[src/rtl/pixel_binarizer.sv]
// RGB565 stream to 1-bit luma threshold with linear frame-buffer addressing.
// Two register stages; also flags frames whose pixel count differs from H*V.
module pixel_binarizer #(
  parameter int H_PIXELS       = 320,
  parameter int V_PIXELS       = 240,
  parameter int THRESH_DEFAULT = 128,
  parameter int ADDR_W         = $clog2(H_PIXELS * V_PIXELS)
) (
  input  logic              clk_pixel_in,
  input  logic              rst_in,
  input  logic [15:0]       pixel_in,
  input  logic              pixel_valid_in,
  input  logic              frame_done_in,
  input  logic [7:0]        threshold_in,
  output logic              bin_out,
  output logic [ADDR_W-1:0] addr_out,
  output logic              bin_valid_out,
  output logic              frame_done_out,
  output logic              short_frame_out,
  output logic              long_frame_out
);

  localparam int COL_W = (H_PIXELS > 1) ? $clog2(H_PIXELS) : 1;
  localparam int ROW_W = $clog2(V_PIXELS + 1);
  localparam logic [COL_W-1:0] COL_LAST = COL_W'(H_PIXELS - 1);
  localparam logic [ROW_W-1:0] ROW_END  = ROW_W'(V_PIXELS);

  logic [COL_W-1:0]  r_col;
  logic [ROW_W-1:0]  r_row;
  logic [ADDR_W-1:0] r_addr;
  logic [7:0]        r_thresh;
  logic              r_long_seen;

  logic              w_accept;
  logic              w_drop;
  logic              w_first_drop;
  logic [COL_W-1:0]  w_col_next;
  logic [ROW_W-1:0]  w_row_next;
  logic [ADDR_W-1:0] w_addr_next;
  logic [7:0]        w_r8;
  logic [7:0]        w_g8;
  logic [7:0]        w_b8;

  logic              r_s1_valid;
  logic [15:0]       r_s1_pr;
  logic [15:0]       r_s1_pg;
  logic [15:0]       r_s1_pb;
  logic [ADDR_W-1:0] r_s1_addr;
  logic [7:0]        r_s1_thr;
  logic              r_s1_fd;
  logic              r_s1_short;
  logic              r_s1_long;

  logic [15:0]       w_sum;
  logic              w_light;

  // Row reaching V_PIXELS marks a completed frame; further pixels are dropped.
  always_comb begin
    w_accept     = pixel_valid_in && (r_row != ROW_END);
    w_drop       = pixel_valid_in && (r_row == ROW_END);
    w_first_drop = w_drop && !r_long_seen;
    w_col_next   = r_col;
    w_row_next   = r_row;
    w_addr_next  = r_addr;
    if (w_accept) begin
      w_addr_next = r_addr + ADDR_W'(1);
      if (r_col == COL_LAST) begin
        w_col_next = '0;
        w_row_next = r_row + ROW_W'(1);
      end else begin
        w_col_next = r_col + COL_W'(1);
      end
    end
    w_r8 = {pixel_in[15:11], pixel_in[15:13]};
    w_g8 = {pixel_in[10:5],  pixel_in[10:9]};
    w_b8 = {pixel_in[4:0],   pixel_in[4:2]};
  end

  always_ff @(posedge clk_pixel_in) begin
    if (rst_in) begin
      r_col       <= '0;
      r_row       <= '0;
      r_addr      <= '0;
      r_thresh    <= 8'(THRESH_DEFAULT);
      r_long_seen <= 1'b0;
    end else if (frame_done_in) begin
      r_col       <= '0;
      r_row       <= '0;
      r_addr      <= '0;
      r_thresh    <= threshold_in;
      r_long_seen <= 1'b0;
    end else begin
      r_col  <= w_col_next;
      r_row  <= w_row_next;
      r_addr <= w_addr_next;
      if (w_drop) r_long_seen <= 1'b1;
    end
  end

  // The threshold travels with each pixel so in-flight pixels keep the old one.
  always_ff @(posedge clk_pixel_in) begin
    if (rst_in) begin
      r_s1_valid <= 1'b0;
      r_s1_pr    <= '0;
      r_s1_pg    <= '0;
      r_s1_pb    <= '0;
      r_s1_addr  <= '0;
      r_s1_thr   <= '0;
      r_s1_fd    <= 1'b0;
      r_s1_short <= 1'b0;
      r_s1_long  <= 1'b0;
    end else begin
      r_s1_valid <= w_accept;
      r_s1_fd    <= frame_done_in;
      r_s1_short <= frame_done_in && (w_row_next != ROW_END);
      r_s1_long  <= w_first_drop;
      if (pixel_valid_in) begin
        r_s1_pr   <= 16'(w_r8) * 16'd77;
        r_s1_pg   <= 16'(w_g8) * 16'd150;
        r_s1_pb   <= 16'(w_b8) * 16'd29;
        r_s1_addr <= r_addr;
        r_s1_thr  <= r_thresh;
      end
    end
  end

  // (sum >> 8) >= thr is evaluated as sum >= thr * 256.
  always_comb begin
    w_sum   = r_s1_pr + r_s1_pg + r_s1_pb;
    w_light = (w_sum >= {r_s1_thr, 8'h00});
  end

  always_ff @(posedge clk_pixel_in) begin
    if (rst_in) begin
      bin_out         <= 1'b0;
      addr_out        <= '0;
      bin_valid_out   <= 1'b0;
      frame_done_out  <= 1'b0;
      short_frame_out <= 1'b0;
      long_frame_out  <= 1'b0;
    end else begin
      bin_valid_out   <= r_s1_valid;
      frame_done_out  <= r_s1_fd;
      short_frame_out <= r_s1_short;
      long_frame_out  <= r_s1_long;
      if (r_s1_valid) begin
        bin_out  <= w_light;
        addr_out <= r_s1_addr;
      end
    end
  end

endmodule

[config.mk]
export PLATFORM = sky130hd
export DESIGN_NAME = pixel_binarizer
export DESIGN_NICKNAME = d
export VERILOG_FILES = /design/src/rtl/pixel_binarizer.sv
export SDC_FILE = /design/constraint.sdc
export NUM_CORES = 1
export LEC_CHECK = 0
export ABC_AREA = 1
export BUFFER_PORTS_ARGS = -buffer_cell sky130_fd_sc_hd__buf_2
export CORE_ASPECT_RATIO = 0.9
export CORE_UTILIZATION = 45
export DETAILED_ROUTE_END_ITERATION = 10
export PLACE_DENSITY = 0.64
export RECOVER_POWER = 100
export SYNTH_ARGS = -nofsm -noshare
export SYNTH_HDL_FRONTEND = slang
export SYNTH_SLANG_ARGS = --single-unit
export TNS_END_PERCENT = 30
[constraint.sdc]
create_clock -name clk_pixel_in -period 3.6 [get_ports clk_pixel_in]
set_input_delay 0 -clock clk_pixel_in [delete_from_list [all_inputs] [get_ports clk_pixel_in]]
set_output_delay 0 -clock clk_pixel_in [all_outputs]
set_load 0.03 [all_outputs]
Yosys cells after proc, flatten, opt, wreduce, memory -nomap -nowiden

Index checks and enable logic that the tools add are counted.

Register bits after elaboration: 137
Output and inout port bits: 22
Bits of input ports: 28
Word-level logic and storage cells: 42

Equality and inequality tests: 4
Multiply operators: 3
Add/sub/neg operators: 5
Order comparisons: 1
Reduce and logical (&&, ||, !) cells: 6
Multiplexer cells: 3

Operators by type and width:

| cell                                                                | count |
|---|---|
| 8-bit by 7-bit multiplier with 15-bit output, second input constant | 2 |
| 17-bit by 1-bit adder with 17-bit output, second input constant     | 1 |
| 15-bit by 16-bit adder with 16-bit output                           | 1 |
| 16-bit by 13-bit adder with 16-bit output                           | 1 |
| 16-bit greater-or-equal comparator                                  | 1 |
| 8-bit two-way mux                                                   | 2 |
| 8-bit != test, second input constant                                | 2 |
| 8-bit by 5-bit multiplier with 13-bit output, second input constant | 1 |
| 9-bit by 1-bit adder with 9-bit output, second input constant       | 1 |
| 9-bit == test, second input constant                                | 1 |
| 9-bit two-way mux                                                   | 1 |
| 8-bit by 1-bit adder with 8-bit output, second input constant       | 1 |
| 8-bit == test, second input constant                                | 1 |
| 1-bit logical AND                                                   | 4 |
| 2-bit OR reduction                                                  | 1 |
| 1-bit zero test                                                     | 1 |

Longest topological paths before layout

Depth in word-level cells: 5
Depth in mapped cells: 20
Mapped depth without buffers: 20

Least setup slack after synthesis

No wires, ideal clock.

Kind: flip-flop to flip-flop
From: register r_s1_pr[1]
To: register bin_out
Setup time: 130 ps
Buffers on the path: 0
Period minus slack after synthesis: 3224 ps
Path slack: 376 ps
Stages on the path, launching flop included: 18
Arrival: 3094 ps
Required time: 3470 ps
Cell sequence: dfxtp_1 > fa_1 > ha_1 > inv_1 > fa_1 > nand3b_1 > nand2_1 > nand2_1 > nand2_1 > a21oi_1 > o21ai_0 > xor2_1 > inv_1 > ha_1 > a21oi_1 > nor2_1 > a2111oi_0 > a21oi_1

Longest elaborated chain between the ends: 3

Ends and longest elaborated chain:

| item                                      | RTL line | RTL |
|---|---|---|
| start, declared                           | 45       | `logic [15:0] r_s1_pr;` |
| start signal, assigned                    | 118      | `r_s1_pr <= 16'(w_r8) * 16'd77;` |
| 15-bit by 16-bit adder with 16-bit output | 129      | `w_sum = r_s1_pr + r_s1_pg + r_s1_pb;` |
| 16-bit by 13-bit adder with 16-bit output | 129      |  |
| 16-bit greater-or-equal comparator        | 130      | `w_light = (w_sum >= {r_s1_thr, 8'h00});` |
| end signal, assigned                      | 147      | `bin_out <= w_light;` |
| end, declared                             | 15       | `output logic bin_out,` |

No other way between the ends.
A chain may end at the register's enable or synchronous reset.

Worst setup path in the final report

From: input pixel_in[13]
To: register r_s1_pr[11]

Longest elaborated chain between the ends: 1

Ends and longest elaborated chain:

| item                                         | RTL line | RTL |
|---|---|---|
| start, declared                              | 11       | `input logic [15:0] pixel_in,` |
| 8-bit by 7-bit multiplier with 15-bit output | 118      |  |

No other way between the ends.

==> qor.yml <==
setup_path:
  slowest_stage: "dlygate4sd3_1"
  cp-end-kind: "register"
  slowest_delay_ns: 0.53
  path_cells: "dlygate4sd3_1, buf_2, ha_1, ha_1, inv_1, fa_1, fa_1, inv_1, ha_1, nand2_1, o21ai_0, a21oi_1, o21ai_0, nor2_1, o21ai_0, inv_1"
  startpoint_type: "primary input"
  r2r_slack_ns: 0.27
  criticalPathCategory: "in2reg"
  cp.arrival_ns: 3.67
  cp_max_fo: 6
  crit_family: "adder cells"
  crit_required_ns: 3.93
  critPathBufInv: 5
clock_network:
  cts.sinks: 137
  clockBufferDepth: 2
  clk_pin_slew_ns: 0.07
  tritoncts: "yes"
  cts_inserted_buffers: 17
  clkLatencyLatePin_ns: 0.43
  htree_levels: 4
  root_buffer: "clkbuf_16"
global_route:
  grtUsageMet1: 0.286
  use_met3: 0.0381
  grtUsageTotal: 0.200
  grt_pass1_wl_um: 34200
  grt_start_max_net_pins: 65
  grt_pass1_vias: 7171
  grtUsageMet2: 0.306
  busiest_layer: "met2"
  overflow: 0
  antenna_found_initial: 0
place:
  gp_congestion: 0.843
  post-dp-hpwl_um: 15000
  portBuffers: 49
sta:
  fin_crit_ns: 3.34
  slew_headroom: -0.188
  setup_tns_ns: 0
  worst_pin_slew_ns: 1.78
  finalHoldViolCount: 0
  setup_viol: 0
  period_share: 0.928
  whs_ns: 0.0421
  skew_ns: 0.00677
  rsz0062_at_grt: "false"
  max_freq_mhz: 299
  drv_slew: 32
route:
  ant_nets: 0
  drt-total-wl_um: 20300
  wl_per_cell_um: 13.2
  dr.first_iter.drc_count: 359
  drt_pass1_iterations: 5
  drc: 0
  avgViaCountPerCell: 5.03
  vias: 7744
worst_hold_path:
  min_path_type: "in2reg"
logic_synthesis:
  synthFlopType: "dfxtp_1"
  ys_seq_area_frac: 0.294
  synth_area_mm2: 0.00934
  yosysWarnings: 0
  synth_enable_flop_cells: 0
  syn_area_per_cell_um2: 7.66
  synth_cell_types: 48
  ys_ff_latch: 137
  syn-num-nets: 1410
  syn_inst: 1219
  async_flop_share: 0
finish:
  nNetsFinal: 1462
  n_antenna_cell: 0
  utilization: 0.515
  nFillCells: 2003
  final_cell_mix: "inv_1, nor2_1, nand2_1"
  syn_to_final_growth_pct: 11.2
  drive_above_1_share: 0.0584
power:
  p_leak_uw: 0.00512
  ir_worst_vdd_mv: 0.375
  pwr_density_cell_mw_per_mm2: 521
floorplanning:
  rows: 49
  dieArea_mm2: 0.0213
  die_h_um: 139
  io_pins: 50
  die_x_um: 154
  core_area_mm2: 0.0202
  initial_core_util: 0.463
flow_run:
  drv_cap: 1
status:
  failed_checks: "capacitance limit, slew limit"
  outcome: "finished, violations left"
layout make-up:
| class | count | area [µm²] | area share |
|---|---|---|---|
| Clock inverter | 15 | 134 | 0.0129 |
| Sequential cell | 137 | 2740 | 0.264 |
| Multi-Input combinational cell | 862 | 5690 | 0.548 |
| Timing Repair Buffer | 67 | 373 | 0.0359 |
| Clock buffer | 17 | 425 | 0.0409 |
| Inverter | 186 | 703 | 0.0677 |
| Tap cell | 255 | 319 | 0.0307 |
cells by family after synthesis:
family | count (synthesis) | share of synthesized area
and+or+nand+nor | 441 | 0.200
adders and majority gates | 163 | 0.249
DFF | 137 | 0.294
xor gates and xnor gates | 36 | 0.0346
buffers and inverters | 220 | 0.0932
AOI/OAI and AO/OA | 222 | 0.130
stage by stage:
stage / area, µm² / worst slack (ns) / cells / total power, µW
floorplan: 9340 / 0.376 / 1219 / 3290
global placement: 9780 / 0.187 / 1494 / 3740
detailed placement: 9780 / 0.137 / 1494 / 3760
CTS: 10500 / 0.109 / 1539 / 5450
global route: 10400 / 0.000355 / 1539 / 5860
finish: 10400 / 0.258 / 1539 / 5410
worst min-delay path, cell delays in order:
cell,delay (ns)
buf_2,0.17
inv_1,0.15
a21oi_1,0.08
state kept, by name (all words and copies together) (netlist names), 9 cells and up:
register   flops
addr_out      17
r_addr        17
r_s1_addr     17
r_s1_pg       15
r_s1_pr       15
r_s1_pb       13
r_col          9
timing repair:
| action | 4_1_cts | 5_1_grt |
|---|---|---|
| endpoints found under the setup margin | 0 | 1 |
| endpoints found under the hold margin | 13 | 0 |
| gates resized for setup | 0 | 4 |
| setup buffers | 0 | 0 |
| hold buffers | 13 | 0 |
worst paths after layout:
kind,cells after the start,to,startpoint
min,3,r_s1_pb[1],pixel_in[3]
min reg2reg,2,short_frame_out,r_s1_short
max,16,r_s1_pr[11],pixel_in[13]
max reg2reg,17,bin_out,r_s1_pr[1]
synth_stat cells, types with 2 or more instances:
cell type	number	area [µm²]
a211oi_1	4	30.0
a21o_1	3	22.5
a21oi_1	84	420
a22o_1	7	61.3
a31oi_1	3	18.8
buf_2	5	25.0
buf_6	3	33.8
clkbuf_1	24	90.1
clkinv_1	4	15.0
dfxtp_1	137	2740
fa_1	38	761
ha_1	125	1560
inv_1	178	668
inv_2	3	11.3
nand2_1	170	638
nand2_2	5	31.3
nand2_4	2	22.5
nand3_1	44	220
nand3b_1	2	15.0
nand4_1	12	75.1
nor2_1	177	664
nor2_2	4	25.0
nor2_4	2	22.5
nor3_1	16	80.1
nor3b_1	2	15.0
o2111ai_1	2	17.5
o211ai_1	4	30.0
o21ai_0	100	500
o21ai_1	2	10.0
o21bai_1	6	45.0
xnor2_1	9	78.8
xor2_1	26	228
power breakdown:
| part | switching [µW] | total (µW) | internal [µW] |
|---|---|---|---|
| combinational | 1220 | 2020 | 802 |
| clock | 753 | 1660 | 907 |
| sequential | 95.6 | 1730 | 1630 |
| total | 2070 | 5410 | 3340 |
routing by layer:
metal | routed length [µm] | part of all wire
met4 | 212 | 0.010
met3 | 699 | 0.034
met2 | 8670 | 0.43
met5 | 0 | 0
met1 | 10700 | 0.53
(Power assumes the default switching activity.)
